$ cat src/rtl/tile_rom_fetch_arbiter.sv
// tile_rom_fetch_arbiter: round-robin arbiter turning per-layer tile fetch
// toggles into 64-bit graphics ROM fetches, with blank-tile bypass and a
// one-entry word cache in front of the toggle req/ack ROM port.

// Per-channel address former and blank detector.
module tile_rom_fetch_lane #(
    parameter int                 CODE_W     = 16,
    parameter int                 ROW_W      = 4,
    parameter int                 ADDR_LSB   = 3,
    parameter int                 BLANK_EN   = 1,
    parameter logic [CODE_W-1:0]  BLANK_MASK = 16'h7FFF
) (
    input  logic [CODE_W-1:0]                code,
    input  logic [ROW_W-1:0]                 row,
    input  logic                             flipy,
    output logic [CODE_W+ROW_W+ADDR_LSB-1:0] addr,
    output logic                             blank
);
    // Vertical flip mirrors the row index inside the tile.
    assign addr  = {code, row ^ {ROW_W{flipy}}, {ADDR_LSB{1'b0}}};
    assign blank = (BLANK_EN != 0) && ((code & BLANK_MASK) == '0);
endmodule

module tile_rom_fetch_arbiter #(
    parameter int                 NUM_CH     = 4,
    parameter int                 CODE_W     = 16,
    parameter int                 ROW_W      = 4,
    parameter int                 ADDR_LSB   = 3,
    parameter int                 DATA_W     = 64,
    parameter int                 BLANK_EN   = 1,
    parameter logic [CODE_W-1:0]  BLANK_MASK = 16'h7FFF,
    parameter int                 CACHE_EN   = 1
) (
    input  logic                             clk,
    input  logic                             reset,
    input  logic [NUM_CH-1:0]                ch_req,
    output logic [NUM_CH-1:0]                ch_ack,
    input  logic [NUM_CH*CODE_W-1:0]         ch_code,
    input  logic [NUM_CH*ROW_W-1:0]          ch_row,
    input  logic [NUM_CH-1:0]                ch_flipy,
    input  logic                             cache_flush,
    output logic [CODE_W+ROW_W+ADDR_LSB-1:0] rom_address,
    output logic                             rom_req,
    input  logic                             rom_ack,
    input  logic [DATA_W-1:0]                rom_data,
    output logic                             load,
    output logic [$clog2(NUM_CH)-1:0]        load_ch,
    output logic [DATA_W-1:0]                load_data,
    output logic                             busy
);
    localparam int CH_W = $clog2(NUM_CH);
    localparam int A_W  = CODE_W + ROW_W + ADDR_LSB;

    typedef enum logic {IDLE, WAIT} state_t;

    state_t                    state, state_nx;
    logic [CH_W-1:0]           rr_ptr, rr_nx;
    logic                      cache_valid, valid_nx;
    logic [A_W-1:0]            cache_tag, tag_nx;
    logic [DATA_W-1:0]         cache_data, cdata_nx;
    logic [CH_W-1:0]           wait_ch, wch_nx;
    logic [A_W-1:0]            wait_addr, waddr_nx;
    logic [NUM_CH-1:0]         ack_nx;
    logic                      rom_req_nx, load_nx, busy_nx;
    logic [A_W-1:0]            rom_addr_nx;
    logic [CH_W-1:0]           load_ch_nx;
    logic [DATA_W-1:0]         load_data_nx;

    logic [NUM_CH-1:0][A_W-1:0] lane_addr;
    logic [NUM_CH-1:0]          lane_blank;
    logic [NUM_CH-1:0]          pending;
    logic                       any_pend;
    logic [CH_W-1:0]            win;
    logic [CH_W:0]              idx;
    logic [A_W-1:0]             win_addr;
    logic                       win_blank, win_hit;
    logic [CH_W-1:0]            win_next;

    genvar g;
    generate
        for (g = 0; g < NUM_CH; g++) begin : g_lane
            tile_rom_fetch_lane #(
                .CODE_W(CODE_W), .ROW_W(ROW_W), .ADDR_LSB(ADDR_LSB),
                .BLANK_EN(BLANK_EN), .BLANK_MASK(BLANK_MASK)
            ) u_lane (
                .code (ch_code[g*CODE_W +: CODE_W]),
                .row  (ch_row[g*ROW_W +: ROW_W]),
                .flipy(ch_flipy[g]),
                .addr (lane_addr[g]),
                .blank(lane_blank[g])
            );
        end
    endgenerate

    assign pending = ch_req ^ ch_ack;

    // Round-robin pick: walk downward so the channel nearest rr_ptr is kept last.
    always_comb begin
        any_pend = 1'b0;
        win      = '0;
        idx      = '0;
        for (int k = NUM_CH - 1; k >= 0; k--) begin
            idx = {1'b0, rr_ptr} + (CH_W+1)'(k);
            if (idx >= (CH_W+1)'(NUM_CH))
                idx = idx - (CH_W+1)'(NUM_CH);
            if (pending[idx[CH_W-1:0]]) begin
                any_pend = 1'b1;
                win      = idx[CH_W-1:0];
            end
        end
    end

    assign win_addr  = lane_addr[win];
    assign win_blank = lane_blank[win];
    assign win_hit   = (CACHE_EN != 0) && cache_valid && (cache_tag == win_addr) && !cache_flush;
    assign win_next  = (win == CH_W'(NUM_CH - 1)) ? '0 : win + CH_W'(1);

    // Next-state and output decode; everything defaults to hold except load.
    always_comb begin
        state_nx     = state;
        rr_nx        = rr_ptr;
        valid_nx     = cache_valid;
        tag_nx       = cache_tag;
        cdata_nx     = cache_data;
        wch_nx       = wait_ch;
        waddr_nx     = wait_addr;
        ack_nx       = ch_ack;
        rom_req_nx   = rom_req;
        rom_addr_nx  = rom_address;
        load_nx      = 1'b0;
        load_ch_nx   = load_ch;
        load_data_nx = load_data;
        busy_nx      = busy;
        case (state)
            IDLE: begin
                if (any_pend) begin
                    rr_nx = win_next;
                    if (win_blank || win_hit) begin
                        load_nx      = 1'b1;
                        load_ch_nx   = win;
                        load_data_nx = win_blank ? '0 : cache_data;
                        ack_nx[win]  = ~ch_ack[win];
                    end else begin
                        rom_addr_nx = win_addr;
                        rom_req_nx  = ~rom_req;
                        busy_nx     = 1'b1;
                        wch_nx      = win;
                        waddr_nx    = win_addr;
                        state_nx    = WAIT;
                    end
                end
            end
            WAIT: begin
                if (rom_ack == rom_req) begin
                    load_nx         = 1'b1;
                    load_ch_nx      = wait_ch;
                    load_data_nx    = rom_data;
                    ack_nx[wait_ch] = ~ch_ack[wait_ch];
                    busy_nx         = 1'b0;
                    tag_nx          = wait_addr;
                    cdata_nx        = rom_data;
                    valid_nx        = 1'b1;
                    state_nx        = IDLE;
                end
            end
            default: state_nx = IDLE;
        endcase
        // A flush beats a simultaneous fill.
        if (cache_flush)
            valid_nx = 1'b0;
    end

    // State and datapath registers; reset drops pending work and any in-flight fetch.
    always_ff @(posedge clk) begin
        if (reset) begin
            state       <= IDLE;
            rr_ptr      <= '0;
            cache_valid <= 1'b0;
            cache_tag   <= '0;
            cache_data  <= '0;
            wait_ch     <= '0;
            wait_addr   <= '0;
            ch_ack      <= ch_req;
            rom_req     <= rom_ack;
            rom_address <= '0;
            load        <= 1'b0;
            load_ch     <= '0;
            load_data   <= '0;
            busy        <= 1'b0;
        end else begin
            state       <= state_nx;
            rr_ptr      <= rr_nx;
            cache_valid <= valid_nx;
            cache_tag   <= tag_nx;
            cache_data  <= cdata_nx;
            wait_ch     <= wch_nx;
            wait_addr   <= waddr_nx;
            ch_ack      <= ack_nx;
            rom_req     <= rom_req_nx;
            rom_address <= rom_addr_nx;
            load        <= load_nx;
            load_ch     <= load_ch_nx;
            load_data   <= load_data_nx;
            busy        <= busy_nx;
        end
    end
endmodule

$ cat config.mk
export PLATFORM = sky130hd
export DESIGN_NAME = tile_rom_fetch_arbiter
export DESIGN_NICKNAME = d
export VERILOG_FILES = /design/src/rtl/tile_rom_fetch_arbiter.sv
export SDC_FILE = /design/constraint.sdc
export NUM_CORES = 1
export LEC_CHECK = 0
export ABC_AREA = 1
export CORE_MARGIN = 2
export CORE_UTILIZATION = 50
export CTS_CLUSTER_SIZE = 12
export DETAILED_ROUTE_END_ITERATION = 10
export PLACE_DENSITY = 0.78
export SETUP_SLACK_MARGIN = 0.5
export SKIP_CTS_REPAIR_TIMING = 1
export SLEW_MARGIN = 0
export SYNTH_ARGS = -nofsm -noshare
export SYNTH_HDL_FRONTEND = slang
export SYNTH_SLANG_ARGS = --single-unit
$ cat constraint.sdc
create_clock -name clk -period 4.76 [get_ports clk]
set_input_delay 1.428 -clock clk [delete_from_list [all_inputs] [get_ports clk]]
set_output_delay 1.428 -clock clk [all_outputs]
set_load 0.01 [all_outputs]
=== Yosys cells after proc, flatten, opt, wreduce, memory -nomap -nowiden ===
Index checks and enable logic that the tools add are counted.

* Add/sub/neg operators: 8
* Magnitude comparators: 12
* Eq/ne operators: 12
* Mux-type cells: 65
* Bitwise logic cells: 10
* Reductions and logical operators: 19

{| class="wikitable"
|+ Operators with widths
! cell !! number
|-
| $mux W64 || 4
|-
| $pmux W64 S2 || 1
|-
| $logic_not A16 Y1 || 4
|-
| $bmux W23 S2 || 1
|-
| $mux W1 || 26
|-
| $mux W2 || 12
|-
| $eq A23 B23 Y1 || 1
|-
| $mux W23 || 1
|-
| $xor A4 B4 Y4 || 5
|-
| $lt A2 B3 Y1 const B || 6
|-
| $mux W4 || 4
|-
| $reduce_and A3 Y1 || 5
|-
| $bmux W1 S2 || 7
|-
| $ne A2 B2 Y1 const B || 5
|-
| $ge A3 B3 Y1 const B || 3
|-
| $bwmux W4 || 2
|-
| $pmux W4 S2 || 1
|-
| $sub A2 B1 Y2 const B || 4
|-
| $add A2 B2 Y3 const B || 2
|-
| $ne A3 B3 Y1 const B || 2
|-
| $pmux W1 S2 || 3
|-
| $not A1 Y1 || 5
|-
| $demux W1 S2 || 2
|-
| $ge A2 B1 Y1 const B || 2
|-
| 14 further kinds || 18
|}

* Bits in registers: 189
* Input bits: 156
* Output and inout port bits: 96
* Word-level logic and storage cells: 139

=== Logic depth before layout (Yosys ltp) ===
Gate-level depths: netlist of the first run.

* Depth in word-level cells: 19
* Depth in mapped cells: 28
* Mapped depth without buffers: 24

=== Hierarchy ===
Synthesis of the first run repeated with hierarchy kept, for this count alone.

* Cells, all modules: 1766
* Area, all modules: 11303.3 um2

{| class="wikitable"
|+ Modules (own cells, without submodules)
! module !! times used !! cells each !! area an instance (um2) !! sequential area each (um2)
|-
| tile_rom_fetch_arbiter || 1 || 1558 || 10157.2 || 3833.7
|-
| tile_rom_fetch_lane || 4 || 52 || 286.5 || 0.0
|}

=== Worst setup path before layout of the first run ===
No wires, ideal clock.

* Path type: input to register
* Start: input ch_req[3]
* End: register ch_ack[0], enable pin
* Setup time: 0.289 ns
* Data arrival time: 3.456 ns
* Data required time: 4.471 ns
* Slack: 1.014 ns
* Stages on the path: 25
* Path buffers: 3
* Path through: inv_1 nand2_1 nand2_1 nand2_1 nand2_1 o21ai_2 inv_2 nand2_1 nand2_2 buf_6 buf_2 nand3_1 nand3_1 nand3_1 nand2_1 nor2_1 nand2_1 nor2_1 nand3_2 nand2_1 nand2_2 buf_4 nand3_1 nand2_1 inv_1

* Cells in the longest elaborated chain, start to end: 15
* Elaborated cells between the ends (all ways): 28
* Those cells by class: eq/ne: 3; mux: 20; bitwise: 1; reduce/logical: 4

{| class="wikitable"
|+ RTL lines
! what !! RTL line !! RTL
|-
| from (decl) || 36 || <nowiki>input logic [NUM_CH-1:0] ch_req,</nowiki>
|-
| $xor A4 B4 Y4 * || 95 || <nowiki>assign pending = ch_req ^ ch_ack;</nowiki>
|-
| $bmux W1 S2 || 106 || <nowiki>if (pending[idx[CH_W-1:0]]) begin</nowiki>
|-
| $mux W1 (implied by the code) || 106 ||
|-
| $mux W2 (4 in a row) || 106 ||
|-
| $bmux W23 S2 || 113 || <nowiki>assign win_addr = lane_addr[win];</nowiki>
|-
| $mux W23 (implied by the code) || 113 ||
|-
| $eq A23 B23 Y1 || 115 || <nowiki>assign win_hit = (CACHE_EN != 0) && cache_valid && (cache_tag == win_addr) && !cache_flush;</nowiki>
|-
| $logic_and A1 B1 Y1 (2 in a row) || 115 ||
|-
| $logic_or A1 B1 Y1 || 138 || <nowiki>if (win_blank || win_hit) begin</nowiki>
|-
| $ne A3 B3 Y1 (no source line) || -- ||
|-
| $reduce_and A3 Y1 (no source line) * || -- ||
|-
| to (signal assigned) || 183 || <nowiki>ch_ack <= ch_req;</nowiki>
|-
| to (signal assigned) || 198 || <nowiki>ch_ack <= ack_nx;</nowiki>
|-
| to (decl) || 37 || <nowiki>output logic [NUM_CH-1:0] ch_ack,</nowiki>
|}

Every way passes the cells marked *; elsewhere a longest branch is shown, timed or not. The select of a mux whose other input is x is not followed.
A chain may end at the register's enable or synchronous reset.

=== Final worst setup path of the first run ===
* Start: input ch_req[1]
* End: register load_data[0]

* Cells in the longest elaborated chain, start to end: 15
* Elaborated cells between the ends (all ways): 32
* Those cells by class: eq/ne: 3; mux: 24; bitwise: 1; reduce/logical: 4

{| class="wikitable"
|+ RTL lines
! what !! RTL line !! RTL
|-
| $xor A4 B4 Y4 * || 95 ||
|-
| $bmux W1 S2 || 106 ||
|-
| $mux W1 (implied by the code) || 106 ||
|-
| $mux W2 (4 in a row) || 106 ||
|-
| $bmux W23 S2 || 113 ||
|-
| $mux W23 (implied by the code) || 113 ||
|-
| $eq A23 B23 Y1 || 115 ||
|-
| $logic_and A1 B1 Y1 (2 in a row) || 115 ||
|-
| $logic_or A1 B1 Y1 || 138 ||
|-
| $ne A2 B2 Y1 (no source line) || -- ||
|-
| $reduce_and A3 Y1 (no source line) || -- ||
|-
| to (signal assigned) || 203 || <nowiki>load_data <= load_data_nx;</nowiki>
|-
| to (decl) || 48 || <nowiki>output logic [DATA_W-1:0] load_data,</nowiki>
|}

Marked as above.

==> results of run 1 <==
metrics by stage:
stage / worst slack (ns) / hold WS [ns] / util / cell area (sq um) / cells
floorplan: 1.01 / 0.436 / - / 10100 / 1515
global placement: 0.281 / 0.448 / 0.631 / 12600 / 1928
detailed placement: 0.220 / 0.453 / 0.631 / 12600 / 1928
CTS: 0.640 / 0.463 / 0.662 / 13300 / 1960
global route: 0.685 / 0.478 / 0.690 / 13800 / 1979
finish: 0.863 / 0.463 / 0.690 / 13800 / 1979
sequential cells by signal, summed over array words and instances (netlist names):
register and cells:
ch_ack 4, busy 1, cache_valid 1, load_data 64, rom_req 1, cache_tag 20
state 1, load 1, rr_ptr 2, cache_data 64, load_ch 2, wait_addr 20
wait_ch 2
routing by layer:
layer | track usage | vias up | routed length, microns
li1 | - | 5418 | -
met1 | 0.426 | 5159 | 14700
met2 | 0.428 | 606 | 15200
met3 | 0.0544 | 73 | 3130
met4 | 0.0971 | 0 | 964
met5 | 0 | - | 0
worst paths after layout:
check	start	cells after the start	end	slack (ns)
hold reg to reg	cache_data[22]$_SDFFE_PP0P_	2	cache_data[22]$_SDFFE_PP0P_	0.46
hold / removal	cache_data[22]$_SDFFE_PP0P_	2	cache_data[22]$_SDFFE_PP0P_	0.46
setup / recovery	ch_req[1]	26	load_data[0]$_SDFFE_PP0P_	0.86
setup reg to reg	rr_ptr[0]$_SDFFE_PP0P_	24	load_data[0]$_SDFFE_PP0P_	1.39
cell families (layout without fill, tap and decap cells):
| kind of cell | count (synthesis) | after routing | synth area share |
|---|---|---|---|
| buf+inv | 236 | 429 | 0.107 |
| other cells | 1 | 3 | 0.000370 |
| flops | 183 | 183 | 0.366 |
| simple gates | 934 | 935 | 0.434 |
| compound gates | 136 | 136 | 0.0717 |
| fa+ha+maj | 4 | 4 | 0.00494 |
| xor+xnor | 19 | 19 | 0.0164 |
final cells by class:
cell class | instances | area [sq um]
well taps | 270 | 338
clock buffers | 18 | 429
flip-flops and latches | 183 | 3720
clock inverters | 14 | 188
repair buffers | 292 | 3190
multi-input cells | 1097 | 5560
fillers | 1714 | 6220
inverters | 105 | 404
placed cells by master, fill, tap and decap left out, drive strengths merged, types with 3 or more instances in the layout:
master,netlist,routed
a21oi,91,91
buf,63,34
bufinv,0,3
clkbuf,68,29
clkdlybuf4s50,0,243
clkinv,0,3
conb,1,3
dfxtp,178,178
dlymetal6s2s,0,4
edfxtp,5,5
ha,4,4
inv,105,112
nand2,450,451
nand3,367,367
nand3b,8,8
nand4,74,74
nor2,22,22
nor3,7,7
nor4,5,5
o211ai,3,3
o21ai,31,31
o221ai,4,4
o22ai,3,3
xnor2,18,18
power by group:
part           switching, mW  internal, mW
clock                  0.650         0.844
combinational           4.27          2.79
sequential             0.380          1.99
total                   5.30          5.62
worst min-delay path, stage by stage, from the launching register on:
cell	delay (ns)
dfxtp_1	0.31
nand2_1	0.06
a21oi_1	0.05
==> results.md, run 1 <==
* Clk_lat worst skew at roughly 0.43 ns
* Initial antenna violation count at 0
* CP dominant cell by count: nand2_1
* Max incr delay on CP at 0.21 ns
* Final Total Pwr at 10.9 mW
* RSZ-0062 raised after global routing: no
* Pin count of the biggest net entering global routing at 107
* Clock period minus worst slack at about 3.9 ns
* Port Buf Inserts at 248
* Cell taking the most area after synthesis: dfxtp_1
* Clock sinks at 183
* Layout area overhead at 36.3%
* GRT Total Usage at 0.290
* Synth top area share at 0.351
* Antenna fix cells at 0
* Die height at 146 microns
* CORE AREA at ~20,000 sq um
* Final net count at 1,856
* Fin. max-slew vios at 0
* FP Rows at 52
* Crit path DAT at 4.27 ns
* Final HPWL DP at about 22 mm
* Async SR Flop Fraction at 0
* TritonCTS Buffers at 17
* Die ar. at 21,400 sq um
* Final setup vio count at 0
* Ys Warns at 0
* Worst IR Drop VDD at 0.691 mV
* CTS tree: done
* Slowest cell on the critical path: clkbuf_16
* Final worst-path cycle share at 0.819
* Grt ovf at 0
* Slew @ Worst Pin at 0.889 ns
* Count leader, synth: nand2_1
* Clock skew at 0.0148 ns
* Synth Area per Inst at 6.70 sq um
* Via-to-Cell Ratio at around 5.7
* Power density cells at slightly below 800 nW/um^2
* Worst EP required at 5.13 ns
* H-tree lvl count at 4
* Final wirelength at 34.0 mm
* Clock Root Buffer: clkbuf_16
* Starting Density at 0.506
* Final hold vios at 0
* DR pass1 iterations at 6
* Max-cap check violation count at 0
* Critical path type: primary input to flop
* Critical path startpoint category: primary input
* Critical path capture point type: flop
* First-pass GRT wire length at 51.6 mm
* DR DRC count at 0
* Yosys reg bits at 183
* CP top delay family: simple AND/OR/NAND/NOR gates
* Total leakage power at 6.07 nW
* Distinct cells, synth at 38
* Layout cells sized above 1 at 0.0948
* Die W at 146 microns
* Synth top area cells: dfxtp_1 35%, nand2_1 16%, nand3_1 16%, nand4_1 4.6%, a21oi_1 4.5%
* Final Wtd Congestion at ~0.96
* Gate Count Post-Synth at ~1,500
* Main synth FF type: dfxtp_1
* Critical Path Fanout Max at 11
* Hold Path Class: flop to flop
* Worst-path clk slew at 0.07 ns
* Setup TNS at 0 ns
* DRT iter0 DRCs at 1,079
* Bufs and invs on worst path at 5
* Cell area after synthesis at 10,100 sq um
* Commonest cells post-synth: 445 x nand2_1, 332 x nand3_1, 178 x dfxtp_1, 97 x inv_1, 91 x a21oi_1
* Post-synth EDFFs at 5
* Worst slew margin at 0.407
* Vias in the first global route at 9,898
* Register area share after synthesis at 0.366
* Status: complete, no violations
* IO Pins at 252
* Wire per inst at ~17 microns
* Vias after detailed routing at 11,300
* Fmax at roughly 260 MHz
* Post-DRT Antenna Nets at 0
* Clock Path Buffers at 2
Note: power is estimated with default switching activity, not from simulation.
==> inputs of run 2 (changes only) <==
--- a/config.mk
+++ b/config.mk
@@ -7,10 +7,10 @@
 export LEC_CHECK = 0
 export ABC_AREA = 1
 export CORE_MARGIN = 2
-export CORE_UTILIZATION = 50
+export CORE_UTILIZATION = 45
 export CTS_CLUSTER_SIZE = 12
 export DETAILED_ROUTE_END_ITERATION = 10
-export PLACE_DENSITY = 0.78
+export PLACE_DENSITY = 0.74
 export SETUP_SLACK_MARGIN = 0.5
 export SKIP_CTS_REPAIR_TIMING = 1
 export SLEW_MARGIN = 0
==> constraint.sdc (replaced) <==
create_clock -name clk -period 3.5 [get_ports clk]
set_input_delay 1.05 -clock clk [delete_from_list [all_inputs] [get_ports clk]]
set_output_delay 1.05 -clock clk [all_outputs]
set_load 0.01 [all_outputs]
==> run 2 against run 1 <==
The run now ends with negative setup slack left. Non-clock buffer count up 71. Worst hold slack worse by 0.00057 ns. Sequential share of layout area down 1.9 points. Clock skew down 0.0011 ns. Combinational power up 72%. Total power up 57%. Cell area up 7.6%. Highest routed layer is now met5.
==> results.md, run 2 (synthesized netlist as in run 1, its figures left out) <==
* Via-to-Cell Ratio at 5.64 (-0.88%)
* CP dominant cell by count: nand2_1
* Final wirelength at 36.4 mm (+7.1%)
* Leading cell types in the layout, fill and taps excluded: 411 x nand2_1, 270 x nand3_1, 243 x clkdlybuf4s50_1
* Reg-to-Reg End: load_data[11]$_SDFFE_PP0P_
* Hold path cells at 2 (unchanged)
* DRT iter0 DRCs at 973 (-9.8%)
* Layout cells sized above 1 at 0.176 (+0.0814)
* Vias in the first global route at 10,100 (+2.5%)
* Final HPWL DP at 22.8 mm (+5.4%)
* Hold Path Origin: cache_data[57]$_SDFFE_PP0P_
* Clock Root Buffer: clkbuf_16
* RSZ-0062 raised after global routing: yes
* Starting Density at 0.462 (-0.0442)
* Final hold vios at 0 (unchanged)
* Clock skew at 0.0136 ns (-0.00115 ns)
* Critical path startpoint category: primary input
* Worst path depth at 27 (+3.8%)
* GRT Total Usage at 0.272 (-0.0179)
* Wire per inst at 17.7 microns (+2.8%)
* IO Pins at 252 (unchanged)
* CTS tree: done
* Die W at 154 microns (+5.3%)
* Top Registers: cache_data (64), load_data (64)
* Layout area overhead at 46.6%
* FF-to-FF Start: ch_ack[3]$_DFFE_PP_
* Slowest cell on the critical path: clkbuf_16
* Final Core Density at 0.677 (-0.0126)
* Clk pwr share at 0.108 (-0.029)
* P_int at 9.00 mW (+60%)
* TritonCTS Buffers at 17 (unchanged)
* Worst-path clk slew at 0.07 ns (about the same)
* Fmax at 281 MHz
* Worst EP required at 3.87 ns (-1.26 ns)
* Slew @ Worst Pin at 0.823 ns (-0.0658 ns)
* Clock period minus worst slack at 3.55 ns
* Hold worst-path end: cache_data[57]$_SDFFE_PP0P_
* Clk_lat worst skew at 0.43 ns (about the same)
* Max-cap check violation count at 0 (unchanged)
* DR pass1 iterations at 5 (-1)
* H-tree lvl count at 4 (unchanged)
* Final setup vio count at 54 (+54)
* Fillers at 1,856 (+8.3%)
* CP top delay family: simple AND/OR/NAND/NOR gates
* Pin count of the biggest net entering global routing at 111 (+3.7%)
* Final worst-path cycle share at 1.02
* Failing checks: negative setup slack
* CORE AREA at 22,000 sq um (+9.6%)
* Critical Path Fanout Max at 8 (-3)
* Setup slack, reg-to-reg at 0.13 ns (-1.26 ns)
* Initial antenna violation count at 3 (+3)
* Worst IR Drop VDD at 0.780 mV (+13%)
* Status: finished, violations left
* Fin. max-slew vios at 0 (unchanged)
* Sequential Power Share at 0.185 (-0.032)
* First-pass GRT wire length at 53.1 mm (+3.0%)
* Grt ovf at 0 (unchanged)
* Proportion of power drawn by combinational gates at 0.707 (+0.061)
* Crit path DAT at 3.92 ns (-0.35 ns)
* Final Wtd Congestion at 0.946 (-1.9%)
* Port Buf Inserts at 248 (unchanged)
* Leading cell type in the layout, fill and taps excluded: nand2_1
* Critical path type: primary input to flop
* DR DRC count at 0 (unchanged)
* Clock sinks at 183 (unchanged)
* Post-DRT Antenna Nets at 0 (unchanged)
* Max incr delay on CP at 0.18 ns (-0.03 ns)
* Die ar. at 23,700 sq um (+11%)
* R2R cell count at 25 (+4.2%)
* Bufs and invs on worst path at 6 (+1)
* Total leakage power at 6.51 nW (+7.2%)
* Hold Path Class: flop to flop
* Clock Path Buffers at 2 (unchanged)
* Worst slew margin at 0.451 (+0.0438)
* Power density cells at 1160 nW/um^2 (+46%)
* Switch share at 0.476 (-0.00910)
* Vias after detailed routing at 11,600 (+3.3%)
* Critical path capture point type: flop
* Setup TNS at -1.28 ns (-1.28 ns)
* FP Rows at 54 (+3.8%)
* Final net count at 1,929 (+3.9%)
* Final worst slack at -0.0550 ns (-0.918 ns)
* Die height at 154 microns (+5.3%)
* Psw at 8.18 mW (+54%)
[run 2: cell type report]
class                   count  area (sq um)  share of cell area
multi-input cells        1099          5980               0.402
repair buffers            363          3830               0.258
flip-flops and latches    183          3720               0.250
clock buffers              20           447              0.0301
inverters                 105           424              0.0285
well taps                 280           350              0.0236
clock inverters            12           118             0.00791
diodes                      1          2.50            0.000168
[run 2: worst max path at each step]
stage	from	end	slack [ns]
6_report	ch_req[1]	load_data[11]$_SDFFE_PP0P_	-0.05
3_5_place_dp	ch_req[3]	load_data[60]$_SDFFE_PP0P_	-0.98
2_1_floorplan	ch_req[3]	ch_ack[1]$_DFFE_PP_	0.22
3_3_place_gp	ch_req[3]	load_data[47]$_SDFFE_PP0P_	-0.95
5_1_grt	ch_req[1]	load_data[11]$_SDFFE_PP0P_	-0.16
4_1_cts	ch_req[3]	load_data[60]$_SDFFE_PP0P_	-0.55
[run 2: layer usage]
layer,GRT usage,part of all wire,wire length [microns]
met1,0.379,0.42,15300
met2,0.427,0.47,17200
met3,0.0631,0.091,3330
met4,0.0681,0.017,609
met5,0,0.00036,13
[run 2: through the flow]
| stage | cell area (sq um) | worst slack, ns | power [mW] | std cells | hold slack (ns) |
|---|---|---|---|---|---|
| final | 14900 | -0.0550 | 17.2 | 2063 | 0.462 |
| after global routing | 14900 | -0.159 | 18.1 | 2063 | 0.478 |
| after CTS | 13800 | -0.546 | 14.3 | 2029 | 0.463 |
| after detailed placement | 13200 | -0.980 | 12.4 | 1997 | 0.453 |
| after global placement | 13200 | -0.955 | 12.4 | 1997 | 0.448 |
| after floorplan | 10300 | 0.218 | 8.94 | 1515 | 0.436 |
[run 2: power groups by stage]
stage	Clock (mW)	Sequential [mW]	Combinational [mW]
2_1_floorplan	0	3.16	5.78
3_3_place_gp	0	3.18	9.21
3_5_place_dp	0	3.19	9.22
4_1_cts	1.88	3.15	9.28
5_1_grt	1.98	3.24	12.9
6_report	1.86	3.17	12.1
[run 2: worst reg2reg max path: stages, from the launching register on]
cell and delay (ns):
edfxtp_1 0.56, inv_2 0.10, nand2_4 0.09, nand2_4 0.07, nand2_4 0.08, nand2_2 0.06, o21ai_2 0.15, inv_2 0.11
nand2_4 0.10, nand2_8 0.08, buf_12 0.13, clkbuf_16 0.17, nand3b_1 0.11, nand3_2 0.14, nand2_2 0.11, nand2_1 0.06
nand2_1 0.08, nand3_1 0.09, nor2_2 0.14, nand3_2 0.13, nand2_4 0.13, nand2_8 0.11, nand2_8 0.16, clkbuf_16 0.18
nand3_2 0.06, nand2_1 0.11
==> inputs of run 3 (changes only) <==
--- a/config.mk
+++ b/config.mk
@@ -8,6 +8,7 @@
 export ABC_AREA = 1
 export CORE_MARGIN = 2
 export CORE_UTILIZATION = 45
+export CTS_CLUSTER_DIAMETER = 150
 export CTS_CLUSTER_SIZE = 12
 export DETAILED_ROUTE_END_ITERATION = 10
 export PLACE_DENSITY = 0.74
==> constraint.sdc (replaced) <==
create_clock -name clk -period 2.9 [get_ports clk]
set_input_delay 0.87 -clock clk [delete_from_list [all_inputs] [get_ports clk]]
set_output_delay 0.87 -clock clk [all_outputs]
set_load 0.01 [all_outputs]
==> run 3 against run 2 <==
The flow still finishes with violations (negative setup slack). Via count is 2.6% higher. Worst setup slack worse by 0.39 ns. Routed wire length is 2.3% higher. Cell count is 1.6% higher. Combinational power is 35% higher. Non-clock buffer count is 36 higher. Largest cell class unchanged.
==> results.md, run 3 (synthesized netlist as in run 1, its figures left out) <==
* Worst-path clk slew at 0.07 ns (about the same)
* DRT iter0 DRCs at 1,221 (+25%)
* Post-DRT Antenna Nets at 0 (unchanged)
* Layout cells sized above 1 at 0.229 (+0.0529)
* Leading cell types in the layout, fill and taps excluded: 387 x nand2_1, 239 x clkdlybuf4s50_1, 234 x nand3_1
* Setup slack, reg-to-reg at -0.45 ns (-0.58 ns)
* Via-to-Cell Ratio at 5.69 (+0.97%)
* Final Core Density at 0.715 (+0.0383)
* Dpl cells at 2,020 (+1.2%)
* Slowest cell on the critical path: edfxtp_1
* IO Pins at 252 (unchanged)
* Vias in the first global route at 10,200 (+0.21%)
* Final net count at 1,963 (+1.8%)
* FP Rows at 54 (unchanged)
* Initial antenna violation count at 1 (-2)
* Final Wtd Congestion at 0.888 (-6.1%)
* Die W at 154 microns (unchanged)
* Clock period minus worst slack at approximately 3.3 ns
* Critical path type: flop to flop
* Wire per inst at 17.8 microns (+0.69%)
* Clk_lat worst skew at 0.44 ns (about the same)
* Crit path DAT at 3.73 ns (-0.19 ns)
* Final wirelength at 37.3 mm (+2.3%)
* Hold Path Class: flop to flop
* H-tree lvl count at 4 (unchanged)
* Final worst-path cycle share at 1.15
* GRT Total Usage at 0.265 (-0.00719)
* Final HPWL DP at 22.3 mm (-2.6%)
* Layout Cells excl Fill at 2,097 (+1.6%)
* TritonCTS Buffers at 17 (unchanged)
* Clock skew at 0.0179 ns (+0.00426 ns)
* Clock sinks at 183 (unchanged)
* Starting Density at 0.462 (unchanged)
* Max incr delay on CP at 0.55 ns (+0.37 ns)
* Max-cap check violation count at 0 (unchanged)
* Pin count of the biggest net entering global routing at 85 (-23%)
* Fmax at 299 MHz
* Minimum hold slack at 0.461 ns (-0.000686 ns)
* Total leakage power at 6.90 nW (+6.0%)
* Worst EP required at 3.28 ns (-0.59 ns)
* Port Buf Inserts at 248 (unchanged)
* Grt ovf at 0 (unchanged)
* Final worst slack at -0.448 ns (-0.393 ns)
* Fin. max-slew vios at 0 (unchanged)
* Clock Root Buffer: clkbuf_16
* Critical path startpoint category: flop
* DR pass1 iterations at 5 (unchanged)
* Die ar. at 23,700 sq um (unchanged)
* First-pass GRT wire length at 51.7 mm (-2.7%)
* Worst IR Drop VDD at 0.806 mV (+3.3%)
* RSZ-0062 raised after global routing: yes
* Die height at 154 microns (unchanged)
* Post-DP Area at 13,500 sq um (+2.0%)
* DR DRC count at 0 (unchanged)
* Critical Path Fanout Max at 8 (unchanged)
* Top Registers: cache_data (64), load_data (64)
* Leading cell type in the layout, fill and taps excluded: nand2_1
* Clock Path Buffers at 2 (unchanged)
* Final setup vio count at 96 (+78%)
* Power density cells at 1420 nW/um^2 (+23%)
* Vias after detailed routing at 11,900 (+2.6%)
* Layout area overhead at 54.9%
* Final Cell Area at 15,700 sq um (+5.7%)
* Worst slew margin at 0.450 (-0.00141)
* Critical path capture point type: flop
* CTS tree: done
* CORE AREA at 22,000 sq um (unchanged)
* Final hold vios at 0 (unchanged)
* Failing checks: negative setup slack
* Status: finished, violations left
* Slew @ Worst Pin at 0.825 ns (+0.00212 ns)
## run 3: changes by cell type in the layout (fill, tap and decap cells not counted), sizes merged
| cell | previous run | this run |
|---|---|---|
| clkdlybuf4s50 | 243 | 239 |
| dlymetal6s2s | 1 | 5 |
| inv | 110 | 111 |
| nor2 | 24 | 22 |
| clkinvlp | 3 | 2 |
| clkbuf | 32 | 38 |
| buf | 107 | 137 |
## run 3: final cells by class
| cell class | instances | area, sq um |
|---|---|---|
| clock inverter | 12 | 114 |
| multi-input combinational | 1097 | 6340 |
| clock buffer | 20 | 457 |
| timing repair buffer | 399 | 4280 |
| tap | 280 | 350 |
| inverter | 105 | 438 |
| fill | 1677 | 6250 |
| antenna | 1 | 2.50 |
| sequential | 183 | 3720 |
## run 3: per-layer routing
metal,up-vias,wire length (microns),track usage
met5,-,0,0
met4,0,1140,0.0841
met3,110,3780,0.0682
met2,670,17300,0.410
met1,5513,15100,0.362
li1,5644,-,-
## run 3: final timing paths
path	startpoint	to	depth (start not counted)
max	ch_ack[3]$_DFFE_PP_	load_data[9]$_SDFFE_PP0P_	26
max reg2reg	ch_ack[3]$_DFFE_PP_	load_data[9]$_SDFFE_PP0P_	26
min reg2reg	cache_data[59]$_SDFFE_PP0P_	cache_data[59]$_SDFFE_PP0P_	2
min	cache_data[59]$_SDFFE_PP0P_	cache_data[59]$_SDFFE_PP0P_	2
## run 3: where the power goes
part | total [mW] | switching [mW] | internal, mW | leakage [nW]
registers | 3.76 | 0.495 | 3.26 | 1.50
clock network | 2.28 | 1.04 | 1.24 | 0.279
logic | 16.3 | 9.02 | 7.27 | 5.12
total | 22.3 | 10.6 | 11.8 | 6.90
## run 3: critical path, delay by kind of cell, from the launching register on
kind | cells | cell delay [ns]
AO/OA/AOI/OAI | 1 | 0.16
buffers and inverters | 4 | 0.55
flip-flops | 1 | 0.55
AND/OR/NAND/NOR | 21 | 2.02
## run 3: per-stage QoR
step / setup TNS, ns / worst slack (ns) / total power [mW]
5_1_grt: -51.06 / -0.582 / 23.5
2_1_floorplan: -7.03 / -0.202 / 10.8
4_1_cts: -69.81 / -0.770 / 17.5
6_report: -37.99 / -0.448 / 22.3
3_3_place_gp: -108.00 / -1.13 / 15.1
3_5_place_dp: -114.03 / -1.21 / 15.1
